==> src/rtl/msx_reload_sequencer_if.sv <==
// ---------------------------------------------------------------------------
// msx_reload_sequencer_if
// Write port from the reload sequencer to the SDRAM arbiter.
//
//   mem_req   master -> slave  write request
//   mem_addr  master -> slave  byte address inside the cartridge SRAM region
//   mem_data  master -> slave  write data
//   mem_ack   slave  -> master arbiter accepted the current write
//
// Handshake: a write transfers on every rising clk edge where mem_req and
// mem_ack are both high. Once mem_req is raised, mem_req, mem_addr and
// mem_data hold steady until that transfer edge; the master never withdraws
// a pending request. mem_ack while mem_req is low carries no meaning.
// ---------------------------------------------------------------------------
interface msx_reload_sequencer_if;
  logic        mem_req;
  logic [14:0] mem_addr;
  logic [7:0]  mem_data;
  logic        mem_ack;

  modport master (
    output mem_req,
    output mem_addr,
    output mem_data,
    input  mem_ack
  );

  modport slave (
    input  mem_req,
    input  mem_addr,
    input  mem_data,
    output mem_ack
  );
endinterface

==> src/rtl/msx_reload_sequencer.sv <==
// ---------------------------------------------------------------------------
// msx_reload_sequencer
// Holds the MSX core in reset whenever the slot/cartridge configuration
// changes or the user asks for a reset, waits for the menu to go quiet,
// clears the cartridge SRAM region through the arbiter write port, then
// keeps reset asserted a little longer before releasing the core.
//
// Ports:
//   clk, reset_n    system clock, asynchronous active-low reset
//   reload          one-cycle pulse: configuration changed
//   user_reset      level: user reset request
//   sram_clear_en   0 skips the SRAM clear (sampled when settling ends)
//   sram_size       cart SRAM size in kB (0 = none, values above 32 clamp)
//   mem             arbiter write port (master side)
//   msx_reset       core reset, active high
//   busy            high whenever the FSM is not IDLE
//   done            one-cycle pulse on the first IDLE cycle after a sequence
//   state_dbg       current FSM state (IDLE=0, SETTLE=1, CLEAR=2, HOLD=3)
// ---------------------------------------------------------------------------
module msx_reload_sequencer #(
  parameter int         SETTLE_CYCLES = 1024,
  parameter int         RESET_CYCLES  = 256,
  parameter logic [7:0] FILL_BYTE     = 8'h00
) (
  input  logic                          clk,
  input  logic                          reset_n,
  input  logic                          reload,
  input  logic                          user_reset,
  input  logic                          sram_clear_en,
  input  logic [7:0]                    sram_size,
  msx_reload_sequencer_if.master        mem,
  output logic                          msx_reset,
  output logic                          busy,
  output logic                          done,
  output logic [1:0]                    state_dbg
);

  localparam logic [1:0] IDLE   = 2'd0;
  localparam logic [1:0] SETTLE = 2'd1;
  localparam logic [1:0] CLEAR  = 2'd2;
  localparam logic [1:0] HOLD   = 2'd3;

  // One counter is shared by SETTLE and HOLD, so it must reach the larger
  // of the two terminal counts.
  localparam int CNT_MAX = (SETTLE_CYCLES > RESET_CYCLES) ? SETTLE_CYCLES : RESET_CYCLES;
  localparam int CW      = $clog2((CNT_MAX < 2) ? 2 : CNT_MAX);
  localparam logic [CW-1:0] SETTLE_LAST = CW'(SETTLE_CYCLES - 1);
  localparam logic [CW-1:0] RESET_LAST  = CW'(RESET_CYCLES - 1);

  logic [1:0]    state;
  logic [CW-1:0] cnt;
  logic [14:0]   addr_q;
  logic [14:0]   last_addr;
  logic          req_q;
  logic          abort_pend;
  logic          pwr_pend;
  logic          evt;
  logic [5:0]    size_clamped;
  logic [4:0]    size_m1;

  assign evt = reload | user_reset;

  // Sizes above 32 kB clamp to 32 kB. The last address of an N kB region is
  // {N-1, 10'h3FF}, which keeps a 32 kB clear ending at 0x7FFF with no wrap.
  always_comb begin
    size_clamped = (sram_size > 8'd32) ? 6'd32 : sram_size[5:0];
    size_m1      = 5'(size_clamped - 6'd1);
  end

  always_ff @(posedge clk or negedge reset_n) begin
    if (!reset_n) begin
      state      <= IDLE;
      cnt        <= '0;
      addr_q     <= '0;
      last_addr  <= '0;
      req_q      <= 1'b0;
      abort_pend <= 1'b0;
      pwr_pend   <= 1'b1;
      msx_reset  <= 1'b1;
      busy       <= 1'b1;
      done       <= 1'b0;
    end else begin
      done <= 1'b0;
      case (state)
        IDLE: begin
          // pwr_pend forces one full sequence after reset_n is released.
          if (evt || pwr_pend) begin
            state     <= SETTLE;
            cnt       <= '0;
            pwr_pend  <= 1'b0;
            msx_reset <= 1'b1;
            busy      <= 1'b1;
          end
        end

        SETTLE: begin
          if (evt) begin
            cnt <= '0;
          end else if (cnt == SETTLE_LAST) begin
            cnt <= '0;
            if (sram_clear_en && (size_clamped != 6'd0)) begin
              state      <= CLEAR;
              addr_q     <= '0;
              last_addr  <= {size_m1, 10'h3FF};
              req_q      <= 1'b1;
              abort_pend <= 1'b0;
            end else begin
              state <= HOLD;
            end
          end else begin
            cnt <= cnt + 1'b1;
          end
        end

        CLEAR: begin
          // The request is always up in CLEAR, so an abort is only honoured
          // on the acked edge; an event seen while stalled is remembered.
          if (mem.mem_ack) begin
            if (evt || abort_pend) begin
              state      <= SETTLE;
              cnt        <= '0;
              req_q      <= 1'b0;
              addr_q     <= '0;
              abort_pend <= 1'b0;
            end else if (addr_q == last_addr) begin
              state <= HOLD;
              cnt   <= '0;
              req_q <= 1'b0;
            end else begin
              addr_q <= addr_q + 15'd1;
            end
          end else if (evt) begin
            abort_pend <= 1'b1;
          end
        end

        HOLD: begin
          if (evt) begin
            state <= SETTLE;
            cnt   <= '0;
          end else if (cnt == RESET_LAST) begin
            state     <= IDLE;
            cnt       <= '0;
            msx_reset <= 1'b0;
            busy      <= 1'b0;
            done      <= 1'b1;
          end else begin
            cnt <= cnt + 1'b1;
          end
        end

        default: state <= IDLE;
      endcase
    end
  end

  assign mem.mem_req  = req_q;
  assign mem.mem_addr = addr_q;
  assign mem.mem_data = FILL_BYTE;
  assign state_dbg    = state;

endmodule

==> src/flat_wrapper.sv <==
// flat-port wrapper written by rule: the top's interface ports become plain ports
module msx_reload_sequencer_flat 
#(
  parameter int         SETTLE_CYCLES = 1024,
  parameter int         RESET_CYCLES  = 256,
  parameter logic [7:0] FILL_BYTE     = 8'h00
)
  (clk, reset_n, reload, user_reset, sram_clear_en, sram_size, msx_reset, busy, done, state_dbg, mem_mem_req, mem_mem_addr, mem_mem_data, mem_mem_ack);
  msx_reload_sequencer_if mem_i ();
  input  logic clk;
  input  logic reset_n;
  input  logic reload;
  input  logic user_reset;
  input  logic sram_clear_en;
  input  logic [7:0] sram_size;
  output logic msx_reset;
  output logic busy;
  output logic done;
  output logic [1:0] state_dbg;
  output wire logic [$bits(mem_i.mem_req)-1:0] mem_mem_req;
  output wire logic [$bits(mem_i.mem_addr)-1:0] mem_mem_addr;
  output wire logic [$bits(mem_i.mem_data)-1:0] mem_mem_data;
  input wire logic [$bits(mem_i.mem_ack)-1:0] mem_mem_ack;
  assign mem_mem_req = mem_i.mem_req;
  assign mem_mem_addr = mem_i.mem_addr;
  assign mem_mem_data = mem_i.mem_data;
  assign mem_i.mem_ack = mem_mem_ack;
  msx_reload_sequencer #(.SETTLE_CYCLES(SETTLE_CYCLES), .RESET_CYCLES(RESET_CYCLES), .FILL_BYTE(FILL_BYTE)) u_core (.clk(clk), .reset_n(reset_n), .reload(reload), .user_reset(user_reset), .sram_clear_en(sram_clear_en), .sram_size(sram_size), .mem(mem_i), .msx_reset(msx_reset), .busy(busy), .done(done), .state_dbg(state_dbg));
endmodule
==> config.mk <==
export PLATFORM = sky130hd
export DESIGN_NAME = msx_reload_sequencer_flat
export DESIGN_NICKNAME = d
export VERILOG_FILES = /design/src/rtl/msx_reload_sequencer_if.sv /design/src/rtl/msx_reload_sequencer.sv /design/src/flat_wrapper.sv
export SDC_FILE = /design/constraint.sdc
export NUM_CORES = 1
export LEC_CHECK = 0
export ABC_AREA = 1
export BUFFER_PORTS_ARGS = -buffer_cell sky130_fd_sc_hd__buf_2
export CAP_MARGIN = 30
export CORE_MARGIN = 3
export CORE_UTILIZATION = 40
export CTS_CLUSTER_DIAMETER = 80
export CTS_CLUSTER_SIZE = 14
export DETAILED_ROUTE_END_ITERATION = 10
export PLACE_DENSITY = 0.6
export SYNTH_ARGS = -nofsm -noshare
export SYNTH_HDL_FRONTEND = slang
export SYNTH_SLANG_ARGS = --single-unit
==> constraint.sdc <==
create_clock -name clk -period 2.4 [get_ports clk]
set_input_delay 0.24 -clock clk [delete_from_list [all_inputs] [get_ports clk]]
set_output_delay 0.24 -clock clk [all_outputs]
set_load 0.1 [all_outputs]
* After elaboration in Yosys (flattened, before gate mapping) *
Index checks and enable logic that the tools add are counted.

word-level totals
  register bits after elaboration = 47
  latch bits = 0
  bits in writable memories = 0
  bits in read-only memories = 0
  input bits = 14
  output and inout port bits = 29
  word-level logic and storage cells = 96
  memories = 0

operators by class
  add/sub/neg operators = 3
  multiply operators = 0
  divide/modulo/power cells = 0
  $lt $le $gt $ge = 1
  equality and inequality tests = 18
  shift-type cells = 0
  multiplexer cells = 48
  bitwise gates (word level) = 2
  reduce and logical (&&, ||, !) cells = 15

operators with widths
  kind                                                            count
  two-way mux 15 bit                                              6
  two-way mux 10 bit                                              8
  case mux 10 bit (4 select lines)                                1
  case mux 15 bit (2 select lines)                                1
  AND reduction 6 bit                                             4
  two-way mux 1 bit                                               19
  two-way mux 2 bit                                               8
  adder 15 x 1 -> 15 bit (second input constant)                  1
  == test 15 bit                                                  1
  adder 10 x 1 -> 10 bit (second input constant)                  1
  == test 10 bit (second input constant)                          1
  == test 10 x 8 -> 1 bit (second input constant)                 1
  inequality test 3 x 2 -> 1 bit (second input constant)          3
  greater-than comparator 8 x 6 -> 1 bit (second input constant)  1
  inequality test 2 x 1 -> 1 bit (second input constant)          4
  case mux 2 bit (4 select lines)                                 1
  AND reduction 4 bit                                             2
  two-way mux 6 bit                                               1
  inequality test 2 bit (second input constant)                   3
  inequality test 3 x 1 -> 1 bit (second input constant)          2
  case mux 1 bit (2 select lines)                                 3
  nonzero test 6 bit                                              1
  subtractor 5 x 1 -> 5 bit (second input constant)               1
  == test 2 bit (second input constant)                           2
  9 further kinds                                                 11

* Longest topological paths before layout *
Gate-level depths: netlist (run 1).

  word-level depth = 8
  mapped depth = 15

* Least setup slack after synthesis (run 1) *
No wires, ideal clock.

  path type = reg2reg
  from = reg u_core.state[1] (netlist: u_core.state_dbg[1])
  to = reg u_core.addr_q[9] (netlist: u_core.mem.mem_addr[9])
  data arrival time = 2.250 ns
  data required time = 2.280 ns
  slack = 0.030 ns
  stages on the path, launching flop included = 13
  period minus slack after synthesis = 2.370 ns
  path through = dfrtp_1 inv_1 ha_1 buf_6 inv_1 nor2_1 inv_1 nand3_4 clkinv_2 nand3_4 buf_6 nand2_1 nand2_1

between the ends
  cells in the longest elaborated chain, start to end = 3
  elaborated cells between the ends (all ways) = 10
  classes of those cells = 7 x eq/ne; 1 x mux; 2 x reduce/logical

RTL lines
  element                                                                 line                         RTL
  from (decl)                                                             msx_reload_sequencer.sv:50   logic [1:0] state;
  from (signal assigned)                                                  msx_reload_sequencer.sv:72   state <= IDLE;
  from (signal assigned)                                                  msx_reload_sequencer.sv:88   state <= SETTLE;
  from (signal assigned)                                                  msx_reload_sequencer.sv:102  state <= CLEAR;
  == test 2 bit / == test 2 x 1 -> 1 bit (equally long branches)          msx_reload_sequencer.sv:84   case (state)
  inequality test 3 x 2 -> 1 bit (no line), or another cell as far along  --
  AND reduction 6 bit (no line)                                           --
  to (signal assigned)                                                    msx_reload_sequencer.sv:130  addr_q <= addr_q + 15'd1;
  to (decl)                                                               msx_reload_sequencer.sv:52   logic [14:0] addr_q;

Parallel ways exist; a longest one is shown, timed or not.
A chain may end at the register's enable or synchronous reset.

* Final worst setup path (run 1) *
  from = in sram_size[7]
  to = reg u_core.addr_q[9] (netlist: u_core.mem.mem_addr[9])

between the ends
  cells in the longest elaborated chain, start to end = 6

RTL lines
  element                                   line                         RTL
  from (decl)                               flat_wrapper.sv:15           input logic [7:0] sram_size;
  greater-than comparator 8 x 6 -> 1 bit    msx_reload_sequencer.sv:66   size_clamped = (sram_size > 8'd32) ? 6'd32 : sram_size[5:0];
  two-way mux 6 bit                         msx_reload_sequencer.sv:66
  nonzero test 6 bit                        msx_reload_sequencer.sv:101  if (sram_clear_en && (size_clamped != 6'd0)) begin
  logical AND 1 bit                         msx_reload_sequencer.sv:101
  inequality test 2 x 1 -> 1 bit (no line)  --
  AND reduction 6 bit (no line)             --

No other way between the ends.

==> summary.md, run 1 <==
| Metric | Value |
|---|---|
| Outcome | completed |
| Crit Path Category | in2reg |
| Cell Pwr Density | just under 800 nW/µm² |
| CTS tree | built |
| Maxcap violations | 0 |
| Adder-Cell Fraction of Synth Area | under 10% |
| Unrepaired setup endpoints after global routing | false |
| Tot Pwr | ~2.5 mW |
| Initial antenna violation count | 0 |
| Clock Latency Late Sink | about 0.30 ns |
| Cts-stage hold buffer count | 0 |
| Max Root-Sink Buffers | 2 |
| Area Overhead vs Synth | 10.2% |
| GRT Util Overall | ~17% |
| Min Tclk post-route | 2.00 ns |
| Fillers | between 700 and 800 |
| Hold Crit Class | in2async |
| Die width | 91.4 µm |
| Buffers on Ports | 34 |
| Post-CTS sizing | 0 |
| Vias in the first global route | ~2.5k |
| Combinational power share | between 50 and 60% |
| Total wire length | about 6600 µm |
| Worst EP arrival | between 2 and 2.5 ns |
| Syn avg cell area | 6.80 µm² |
| Final ANT Viol Nets | 0 |
| EDFF count, synth | 0 |
| Synthesized area | 2920 µm² |
| Die Span Y | 91.4 µm |
| Leakage power | roughly 1.6 nW |
| Complex-gate fraction of the synthesized area | under 10% |
| Crit path max fanout | 14 |
| Diode count | 0 |
| Worst EP required | ~2.6 ns |
| Share of total power in the clock network | 19.2% |
| Peak VDD IR | about 0.83 mV |
| Final setup viols | 0 |
| Final period util | between 80 and 90% |
| Fmax | between 0.5 and 0.6 GHz |
| Drt via density | around 4.8 |
| Initial Utilization | a little over two fifths |
| Mux cell area share after synthesis | 0% |
| Crit. End Element | flop |
| Synth Area in XOR/XNOR | ~2.4% |
| Worst-case reg-to-reg path depth | 11 |
| First-pass DRT Iterations | 4 |
| Synth Area in Simple Gates | approximately two fifths |
| Worst-Margin Slew | between 0.8 and 0.9 ns |
| Setup Buffers After CTS | 0 |
| Clock buffer count from CTS | 5 |
| Sw power | approximately 1.3 mW |
| Final number of hold-violating endpoints | 0 |
| Worst-path clk slew | about 0.09 ns |
| Largest net degree at the start of global routing | 39 |
| Nets@finish | approximately 490 |
| Sequential power share | 29.9% |
| Seq/Total Area, Yosys | between 30% and 40% |
| Total Negative Setup Slacks | 0 ns |
| Synthesized flop and latch total | 38 |
| Die Footprint | around 8400 µm² |
| Site Rows | 30 |
| Max-slew violations | 0 |
| GP Congestion | ~0.85 |
| Startpoint Class | primary input |
| FFs w/ async S/R, synth | 100% |
| DRC Markers | 0 |
| P_int | ~1.2 mW |
| Mapped Cells | approximately 430 |
| Initial DRC Count | 113 |
| Slew Limit Headroom | 41.6% |
| IO Count | between 40 and 50 |
| Clock sink count | 38 |
| Routed wire length per instance | ~12 µm |
| Main synth FF type | dfrtp_1 |
| Largest family of logic cells by synthesized area | simple AND/OR/NAND/NOR gates |
| Clock skew | between 0.009 and 0.01 ns |
| Synth warn | 0 |
| Core Footprint | ~6900 µm² |
| Detailed-route via count | around 2.7k |
| Layout cell share with drive strength beyond 1 | ~14% |
| Yosys cell types | 37 |
| HPWL after DPL | 4880 µm |
| CTS root buf | clkbuf_8 |
| First-pass GRT wire length | 11400 µm |
| Sw frac | approximately half |
| Grt ovf | 0 |
| CTS H-tree lvls | 2 |
cell usage in the layout (no fill, tap or decap), types with 2 or more instances in the layout:
cell,synthesis,layout
nand2_1,140,140
inv_1,56,56
nor2_1,44,44
dfrtp_1,36,36
buf_2,1,34
nand3_1,32,32
o21ai_0,22,22
nor3_1,14,14
nand4_1,12,12
ha_1,8,8
conb_1,1,8
a21oi_1,7,7
xor2_1,6,6
clkbuf_8,0,6
nor2_4,5,5
nand2_4,3,3
buf_4,10,3
nand2_2,2,2
nand3_2,2,2
nand3b_1,2,2
nand3_4,2,2
xnor2_1,2,2
o21ai_2,2,2
clkbuf_1,2,2
dfstp_2,2,2
per-stage QoR:
step | utilization (%) | worst slack [ns] | hold slack [ns] | std cells | cell area [µm²]
3_3_place_gp | 45.0 | 0.150 | 0.421 | 552 | 3120
5_1_grt | 46.3 | 0.119 | 0.134 | 560 | 3210
2_1_floorplan | - | 0.0301 | -0.0556 | 436 | 2940
3_5_place_dp | 45.0 | 0.0460 | 0.425 | 552 | 3120
6_report | 46.3 | 0.404 | 0.0473 | 560 | 3210
4_1_cts | 46.3 | 0.374 | 0.0934 | 560 | 3210
registers in the layout, indices dropped and copies added, names as in the netlist:
register,count
u_core.mem.mem_addr,15
u_core.cnt,10
u_core.last_addr,6
u_core.state_dbg,2
u_core.abort_pend,1
u_core.done,1
u_core.mem.mem_req,1
u_core.msx_reset,1
u_core.pwr_pend,1
kinds of logic (layout without fill, tap and decap cells):
logic type               after synthesis  in the layout
other                                  1              8
flip-flops                            38             38
AO/OA/AOI/OAI                         37             37
adder cells (fa/ha/maj)                8              8
AND/OR/NAND/NOR                      262            262
buffers and inverters                 75            103
XOR/XNOR                               8              8
cell usage after synthesis (2+ instances only):
| library cell | instances | area, µm² |
|---|---|---|
| dfstp_2 | 2 | 52.6 |
| nand2_1 | 140 | 526 |
| buf_6 | 4 | 45.0 |
| nor3_1 | 14 | 70.1 |
| nand3b_1 | 2 | 15.0 |
| nand4_1 | 12 | 75.1 |
| xnor2_1 | 2 | 17.5 |
| xor2_1 | 6 | 52.6 |
| nand3_2 | 2 | 20.0 |
| dfrtp_1 | 36 | 901 |
| o21ai_2 | 2 | 17.5 |
| a21oi_1 | 7 | 35.0 |
| ha_1 | 8 | 100 |
| inv_1 | 56 | 210 |
| nor2_4 | 5 | 56.3 |
| o21ai_0 | 22 | 110 |
| nand2_4 | 3 | 33.8 |
| nor2_1 | 44 | 165 |
| clkbuf_1 | 2 | 7.51 |
| nand3_4 | 2 | 35.0 |
| nand2_2 | 2 | 12.5 |
| nand3_1 | 32 | 160 |
| buf_4 | 10 | 75.1 |
critical path, stage by stage:
cell	delay (ns)
buf_2	0.09
nor2_1	0.16
inv_1	0.06
nor2_1	0.16
a31oi_1	0.09
nor2_1	0.14
inv_1	0.07
ha_1	0.19
nand3_1	0.08
o21bai_1	0.15
a21boi_4	0.22
nand2_1	0.11
nor2_4	0.28
nand2_1	0.10
nand2_1	0.07
final cells by class:
cell class	count	area [µm²]	share of cell area (%)
clock buffers	8	90.1	2.80
repair buffers	37	193	6.00
multi-input cells	323	1640	50.9
inverters	58	221	6.89
flip-flops and latches	38	953	29.7
well taps	96	120	3.74
power by group through the flow:
stage          Sequential, mW  Clock, mW  Combinational (mW)
6_report                0.757      0.486                1.29
5_1_grt                 0.769      0.521                1.41
4_1_cts                 0.759      0.501                1.31
3_5_place_dp            0.770          0                1.30
3_3_place_gp            0.767          0                1.30
2_1_floorplan            1.05          0               0.853
final timing paths:
kind | start | to | slack (ns)
setup reg to reg | u_core.state_dbg[0] | u_core.cnt[0] | 0.44
max in group asynchronous | reset_n | u_core.mem.mem_addr[0] | 1.79
setup / recovery | sram_size[7] | u_core.mem.mem_addr[9] | 0.40
hold reg to reg | u_core.pwr_pend | u_core.pwr_pend | 0.46
min in group clk | sram_size[2] | u_core.last_addr[12] | 0.29
hold / removal | reset_n | u_core.last_addr[13] | 0.05
per-layer routing:
metal	vias up	wire length, µm	GRT usage, %
met1	1228	3160	21.8
met3	8	225	2.65
met2	45	3120	27.6
met4	0	85	5.40
li1	1402	-	-
met5	-	0	0
(Power assumes the default switching activity.)
==> run 2, diff against run 1 <==
Settings changed: ABC_AREA 1 to 0, PLACE_DENSITY 0.6 to 0.61.
Clock period 2.4 ns to 1.9 ns, I/O delays scaled along.
==> summary.md, run 2 <==
| Metric | Value |
|---|---|
| Outcome | finished with violations |
| Failing checks | setup timing |
| Worst path bufs/invs | 4 (+1) |
| Crit. End Element | flop |
| Util after Layout | 66.6% (+20 points) |
| Synthesized flop and latch total | 38 (unchanged) |
| Max Root-Sink Buffers | 2 (unchanged) |
| Share of total power in the clock network | 39.4% (+20 points) |
| Mapped Cells | 278 (-35%) |
| Nets@finish | 437 (-9.9%) |
| Core Footprint | 6130 µm² (-12%) |
| Max reg flops | 15 (unchanged) |
| Vias in the first global route | 2729 (+9.2%) |
| Die Footprint | 7530 µm² (-9.9%) |
| FFs w/ async S/R, synth | 100% (unchanged) |
| Flop2flop setup slack | -0.28 ns (-0.72 ns) |
| Cells along the critical path | inv_2 -> ha_1 -> buf_4 -> nand3b_2 -> a2111oi_4 -> buf_6 -> buf_12 -> or4_2 -> a21oi_1 |
| Final setup viols | 35 (+35) |
| Synth warn | 0 (unchanged) |
| Layout cell share with drive strength beyond 1 | 54.6% (+40 points) |
| WHS Path Cells | 4 |
| Fmax | about 0.46 GHz |
| Detailed-route via count | 2793 (+4.1%) |
| Diode count | 0 (unchanged) |
| Final period util | 115% |
| Combinational power share | 11.9% (-39 points) |
| Die width | 86.8 µm (-5.1%) |
| EDFF count, synth | 0 (unchanged) |
| Synthesized area | 2610 µm² (-11%) |
| Max-slew violations | 0 (unchanged) |
| Largest area contributor in the netlist | dfrtp_1 |
| Slew Limit Headroom | 56.7% (+15 points) |
| Crit Path Category | reg2reg |
| Routed wire length per instance | 17.0 µm (+44%) |
| Initial antenna violation count | 0 (unchanged) |
| CP max stage delay | 0.60 ns (+0.32 ns) |
| Hold Crit Class | in2reg |
| CTS root buf | clkbuf_8 |
| Synth top area cells | dfrtp_1, o31ai_1, ha_1, nand2_1, or4_2 |
| Sequential power share | 48.7% (+19 points) |
| Worst reg2reg startpoint | u_core.state_dbg[0] |
| Seq/Total Area, Yosys | 36.5% (+3.9 points) |
| Crit path max fanout | 7 (-7) |
| HPWL after DPL | 5570 µm (+14%) |
| First-pass DRT Iterations | 4 (unchanged) |
| First-pass GRT wire length | 13200 µm (+16%) |
| Area Overhead vs Synth | 56.4% |
| Grt ovf | 0 (unchanged) |
| GP Congestion | 0.913 (+7.4%) |
| Buffers on Ports | 34 (unchanged) |
| Main synth FF type | dfrtp_1 |
| Cell Pwr Density | 408 nW/µm² (-48%) |
| Final number of hold-violating endpoints | 0 (unchanged) |
| Hold Startpoint | sram_size[1] |
| Worst-Margin Slew | 0.649 ns (-0.226 ns) |
| Top-area cell type share of the netlist area | 34.5% (+3.6 points) |
| Most frequent cells in the layout | buf_4, buf_2, nand2_1, dfrtp_1, buf_6 |
| Final ANT Viol Nets | 0 (unchanged) |
| Worst setup margin | -0.276 ns (-0.680 ns) |
| Clock Latency Late Sink | 0.29 ns (about the same) |
| DRC Markers | 0 (unchanged) |
| Top cells by count, synth | dfrtp_1, nand2_1, nand3_1 |
| Startpoint Class | flop |
| Count leader, synth | dfrtp_1 |
| Tot Pwr | 1.67 mW (-34%) |
| Worst EP required | 2.12 ns (-0.52 ns) |
| Min Tclk post-route | between 2 and 2.5 ns |
| Worst-case reg-to-reg path depth | 9 (-2) |
| Sw power | 429 µW (-67%) |
| Initial Utilization | 42.6% (+0.55 points) |
| Worst R2R End | u_core.mem.mem_addr[4] |
| Hold Crit Endpoint | u_core.last_addr[11] |
| Maxcap violations | 0 (unchanged) |
| Worst EP arrival | 2.39 ns (+0.15 ns) |
| Unrepaired setup endpoints after global routing | true |
| Peak VDD IR | 0.243 mV (-71%) |
| P_int | 1.24 mW (+0.67%) |
| Leakage power | 1.86 nW (+15%) |
| Kind of cell adding the most delay to the critical path | simple AND/OR/NAND/NOR gates |
| Drt via density | 5.69 (+19%) |
| Total wire length | 8350 µm (+27%) |
| Clock skew | 0.00910 ns (-0.000129 ns) |
| CTS tree | built |
| Fin Hold WS | 0.329 ns (+0.282 ns) |
| GRT Util Overall | 22.0% (+5.4 points) |
| CTS H-tree lvls | 2 (unchanged) |
| Sw frac | 25.7% (-26 points) |
| Slowest-stage cell, CP | or4_2 |
| IO Count | 43 (unchanged) |
| Die Span Y | 86.8 µm (-5.1%) |
| Syn avg cell area | 9.38 µm² (+38%) |
| Yosys cell types | 59 (+59%) |
| Worst-path clk slew | 0.08 ns (about the same) |
| Commonest non-fill, non-tap cell in the layout | buf_4 |
| Site Rows | 28 (-6.7%) |
| Largest net degree at the start of global routing | 27 (-31%) |
| Clock buffer count from CTS | 5 (unchanged) |
| Clock sink count | 38 (unchanged) |
| Initial DRC Count | 172 (+52%) |
-- run 2: changes by cell type in the layout (fill, tap and decap cells not counted), sizes merged, moves of 8 or more --
| cell | before | now |
|---|---|---|
| a21oi | 7 | 15 |
| buf | 37 | 137 |
| inv | 57 | 14 |
| nand2 | 145 | 27 |
| nand3 | 36 | 17 |
| nand4 | 12 | 4 |
| nor2 | 49 | 15 |
| nor3 | 15 | 7 |
| o211ai | 0 | 8 |
| o21ai | 25 | 9 |
| o31ai | 0 | 18 |
| or4 | 0 | 13 |
-- run 2: worst max-delay path by stage --
stage / startpoint / end / slack (ns) / depth (start not counted)
floorplan: u_core.mem.mem_addr[2] / u_core.mem.mem_addr[13] / -0.51 / 7
global placement: sram_size[5] / u_core.mem.mem_addr[10] / -0.43 / 9
detailed placement: sram_size[5] / u_core.mem.mem_addr[5] / -0.50 / 9
CTS: u_core.mem.mem_addr[3] / u_core.cnt[7] / -0.23 / 6
global route: u_core.mem.mem_addr[3] / u_core.mem.mem_addr[5] / -0.37 / 9
finish: u_core.state_dbg[0] / u_core.mem.mem_addr[4] / -0.28 / 9
-- run 2: layer usage --
| layer | vias to the layer above | part of all wire, % | wire length, µm | track usage (%) |
|---|---|---|---|---|
| met2 | 99 | 51 | 4240 | 37.6 |
| met3 | 11 | 5.0 | 417 | 4.09 |
| met5 | - | 0 | 0 | 0 |
| li1 | 1325 | - | - | - |
| met1 | 1358 | 43 | 3590 | 28.5 |
| met4 | 0 | 1.2 | 102 | 5.95 |
-- run 2: area by class of cell --
class | count | area (µm²)
timing repair buffer | 141 | 1110
fill | 477 | 2050
sequential | 38 | 993
multi-input combinational | 215 | 1720
tap | 75 | 93.8
inverter | 14 | 55.1
clock buffer | 8 | 110
-- run 2: power by group through the flow --
stage / logic (mW) / clock network, mW / registers (mW)
global placement: 0.184 / 0 / 0.827
detailed placement: 0.185 / 0 / 0.828
global route: 0.215 / 0.706 / 0.811
finish: 0.199 / 0.656 / 0.811
floorplan: 0.123 / 0 / 0.828
CTS: 0.194 / 0.674 / 0.811
-- run 2: logic make-up (layout without fill, tap and decap cells) --
family / after synthesis / after routing / share of synthesized area (%)
xor gates and xnor gates: 7 / 7 / 2.35
AOI/OAI and AO/OA: 82 / 82 / 25.3
adders and majority gates: 8 / 8 / 3.84
muxes: 5 / 5 / 2.01
other: 1 / 8 / 0.144
and+or+nand+nor: 102 / 105 / 21.9
buffers and inverters: 35 / 163 / 7.91
DFF: 38 / 38 / 36.5
-- run 2: worst register-to-register path, stage by stage (launching register included) --
cell       delay [ns]
dfrtp_4          0.46
inv_2            0.06
ha_1             0.22
buf_4            0.16
nand3b_2         0.13
a2111oi_4        0.05
buf_6            0.16
buf_12           0.14
or4_2            0.60
a21oi_1          0.14
-- run 2: metrics by stage --
stage / cells / setup TNS [ns] / setup slack, ns / area, µm²
6_report: 491 / -6.44 / -0.276 / 4080
2_1_floorplan: 285 / -11.72 / -0.508 / 2800
3_5_place_dp: 456 / -11.29 / -0.495 / 3510
4_1_cts: 481 / -5.49 / -0.232 / 3880
5_1_grt: 491 / -9.65 / -0.375 / 4080
3_3_place_gp: 456 / -10.32 / -0.427 / 3510
-- run 2: what timing repair did --
action                                 4_1_cts  5_1_grt
setup endpoints to repair                   35       35
hold buffers                                 1        0
buffers inserted                            13        6
pin swaps                                   25       11
gates cloned                                 3        4
gates resized for setup                     35       20
endpoints found under the hold margin       22        0
==> run 3, diff against run 2 <==
Settings changed: PLACE_DENSITY 0.61 to 0.63.
Clock period 1.9 ns to 2 ns, I/O delays scaled along.
==> summary.md, run 3 (same netlist as run 2, synthesis figures left out) <==
| Metric | Value |
|---|---|
| Critical Path Most Common Cell | buf_4 |
| Layout cell share with drive strength beyond 1 | 51.3% (-3.3 points) |
| Detailed-route via count | 2649 (-5.2%) |
| Final ANT Viol Nets | 0 (unchanged) |
| Util after Layout | 62.7% (-3.8 points) |
| Total wire length | 7560 µm (-9.5%) |
| Hold Startpoint | sram_size[4] |
| CTS H-tree lvls | 2 (unchanged) |
| GRT Util Overall | 20.9% (-1.1 points) |
| Routed wire length per instance | 16.2 µm (-4.9%) |
| Most frequent cells in the layout | buf_4, buf_2, nand2_1 |
| Critical Path Start | u_core.mem.mem_addr[3] |
| Cell Pwr Density | 394 nW/µm² (-3.6%) |
| Multi-input gate area | 1740 µm² (+1.7%) |
| Buffers on Ports | 34 (unchanged) |
| Max-slew violations | 0 (unchanged) |
| Worst-case reg-to-reg path depth | 8 (-1) |
| Clock buffer count from CTS | 5 (unchanged) |
| Final period util | 107% (-7.3 points) |
| Worst-path clk slew | 0.08 ns (about the same) |
| Outcome | finished with violations |
| Maxcap violations | 0 (unchanged) |
| Hold Crit Class | in2reg |
| Largest net degree at the start of global routing | 33 (+22%) |
| Die Span Y | 86.8 µm (unchanged) |
| Peak VDD IR | 0.263 mV (+8.0%) |
| Worst EP required | 2.23 ns (+0.11 ns) |
| Tot Pwr | 1.52 mW (-9.1%) |
| WHS Path Cells | 3 (-1) |
| Diode count | 0 (unchanged) |
| CP max stage delay | 0.48 ns (-0.12 ns) |
| CTS root buf | clkbuf_8 |
| CTS tree | built |
| Commonest non-fill, non-tap cell in the layout | buf_4 |
| IO Count | 43 (unchanged) |
| Flop2flop setup slack | -0.14 ns (+0.13 ns) |
| Slowest-stage cell, CP | dfrtp_4 |
| Initial DRC Count | 75 (-56%) |
| Core Footprint | 6130 µm² (unchanged) |
| First-pass DRT Iterations | 4 (unchanged) |
| HPWL after DPL | 5500 µm (-1.2%) |
| Max reg flops | 15 (unchanged) |
| Hold Crit Endpoint | u_core.last_addr[14] |
| First-pass GRT wire length | 12400 µm (-6.0%) |
| Final setup viols | 29 (-17%) |
| Grt ovf | 0 (unchanged) |
| Initial Utilization | 42.6% (unchanged) |
| Initial antenna violation count | 0 (unchanged) |
| Crit path max fanout | 12 (+5) |
| Failing checks | setup timing |
| Fillers | 495 (+3.8%) |
| Drt via density | 5.67 (-0.28%) |
| Clock skew | 0.00867 ns (-0.000429 ns) |
| Unrepaired setup endpoints after global routing | true |
| Worst setup margin | -0.144 ns (+0.132 ns) |
| Crit. End Element | flop |
| Worst R2R End | u_core.mem.mem_addr[6] |
| Final number of hold-violating endpoints | 0 (unchanged) |
| Worst-Margin Slew | 0.754 ns (+0.105 ns) |
| Max Root-Sink Buffers | 2 (unchanged) |
| Fmax | 0.466 GHz (+1.5%) |
| Dpl ws | -0.406 ns (+0.0893 ns) |
| Clock sink count | 38 (unchanged) |
| Area Overhead vs Synth | 47.4% |
| Nets@finish | 413 (-5.5%) |
| Min Tclk post-route | 2.14 ns (-0.0315 ns) |
| Worst EP arrival | 2.37 ns (-0.02 ns) |
| Crit Path Category | reg2reg |
| Die Footprint | 7530 µm² (unchanged) |
| Storage cell area | 993 µm² (unchanged) |
| Slew Limit Headroom | 49.7% (-7.0 points) |
| DRC Markers | 0 (unchanged) |
| Worst reg2reg startpoint | u_core.mem.mem_addr[3] |
| Vias in the first global route | 2633 (-3.5%) |
| Site Rows | 28 (unchanged) |
| Clock Latency Late Sink | 0.30 ns (about the same) |
| Cells along the critical path | buf_4 -> nor4_4 -> nand3_2 -> a2111oi_4 -> buf_4 -> clkbuf_16 -> o31ai_1 -> a21oi_1 |
| GP Congestion | 0.818 (-10%) |
| Startpoint Class | flop |
| Die width | 86.8 µm (unchanged) |
| Leakage power | 1.76 nW (-5.7%) |
## run 3: cell types whose count changed in the layout (fill, tap and decap cells not counted), sizes merged
cell | previous run | this run
nand2 | 27 | 26
buf | 137 | 117
clkinv | 0 | 1
nor2 | 15 | 14
clkbuf | 11 | 8
## run 3: timing repair
item | CTS | global route
hold buffers | 1 | 0
endpoints found under the setup margin | 34 | 34
hold endpoints to repair | 23 | 0
pin swaps | 16 | 10
gates resized for setup | 25 | 18
setup buffers | 4 | 3
cloned | 2 | 1
## run 3: area by class of cell
cell class | instances | area share (%)
Clock inverter | 1 | 0.130
Inverter | 14 | 1.43
Clock buffer | 7 | 2.24
Multi-Input combinational cell | 213 | 45.3
Sequential cell | 38 | 25.8
Tap cell | 75 | 2.44
Timing Repair Buffer | 119 | 22.6
## run 3: worst max path at each step
stage,end
after detailed placement,u_core.mem.mem_addr[8]
after global routing,u_core.mem.mem_addr[4]
after floorplan,u_core.mem.mem_addr[13]
after global placement,u_core.mem.mem_addr[8]
after CTS,u_core.cnt[1]
final,u_core.mem.mem_addr[6]
## run 3: metal layers
layer	vias to the layer above	share of wire, %	track usage, %
met5	-	0	0
met2	67	51	37.1
met4	0	1.5	7.37
met3	12	4.0	3.71
met1	1297	43	25.2
li1	1273	-	-
## run 3: per-stage QoR
| stage | cells | hold slack, ns | TNS, ns | cell area (µm²) |
|---|---|---|---|---|
| floorplan | 285 | -0.0956 | -8.69 | 2800 |
| global placement | 448 | 0.313 | -6.57 | 3460 |
| detailed placement | 448 | 0.315 | -7.65 | 3460 |
| CTS | 463 | 0.277 | -3.02 | 3700 |
| global route | 467 | 0.330 | -5.98 | 3850 |
| finish | 467 | 0.288 | -2.98 | 3850 |
## run 3: where the power goes
group,switching (mW),leakage [nW],internal (mW),total (mW)
clock,0.287,0.0482,0.278,0.565
sequential,0.00106,0.488,0.769,0.770
combinational,0.129,1.22,0.0508,0.179
total,0.416,1.76,1.10,1.52
## run 3: critical path: cells and delay by family, from the launching register on
family	cells	cell delay (ns)
compound gates	3	0.60
buf+inv	3	0.55
flops	1	0.48
simple gates	2	0.46
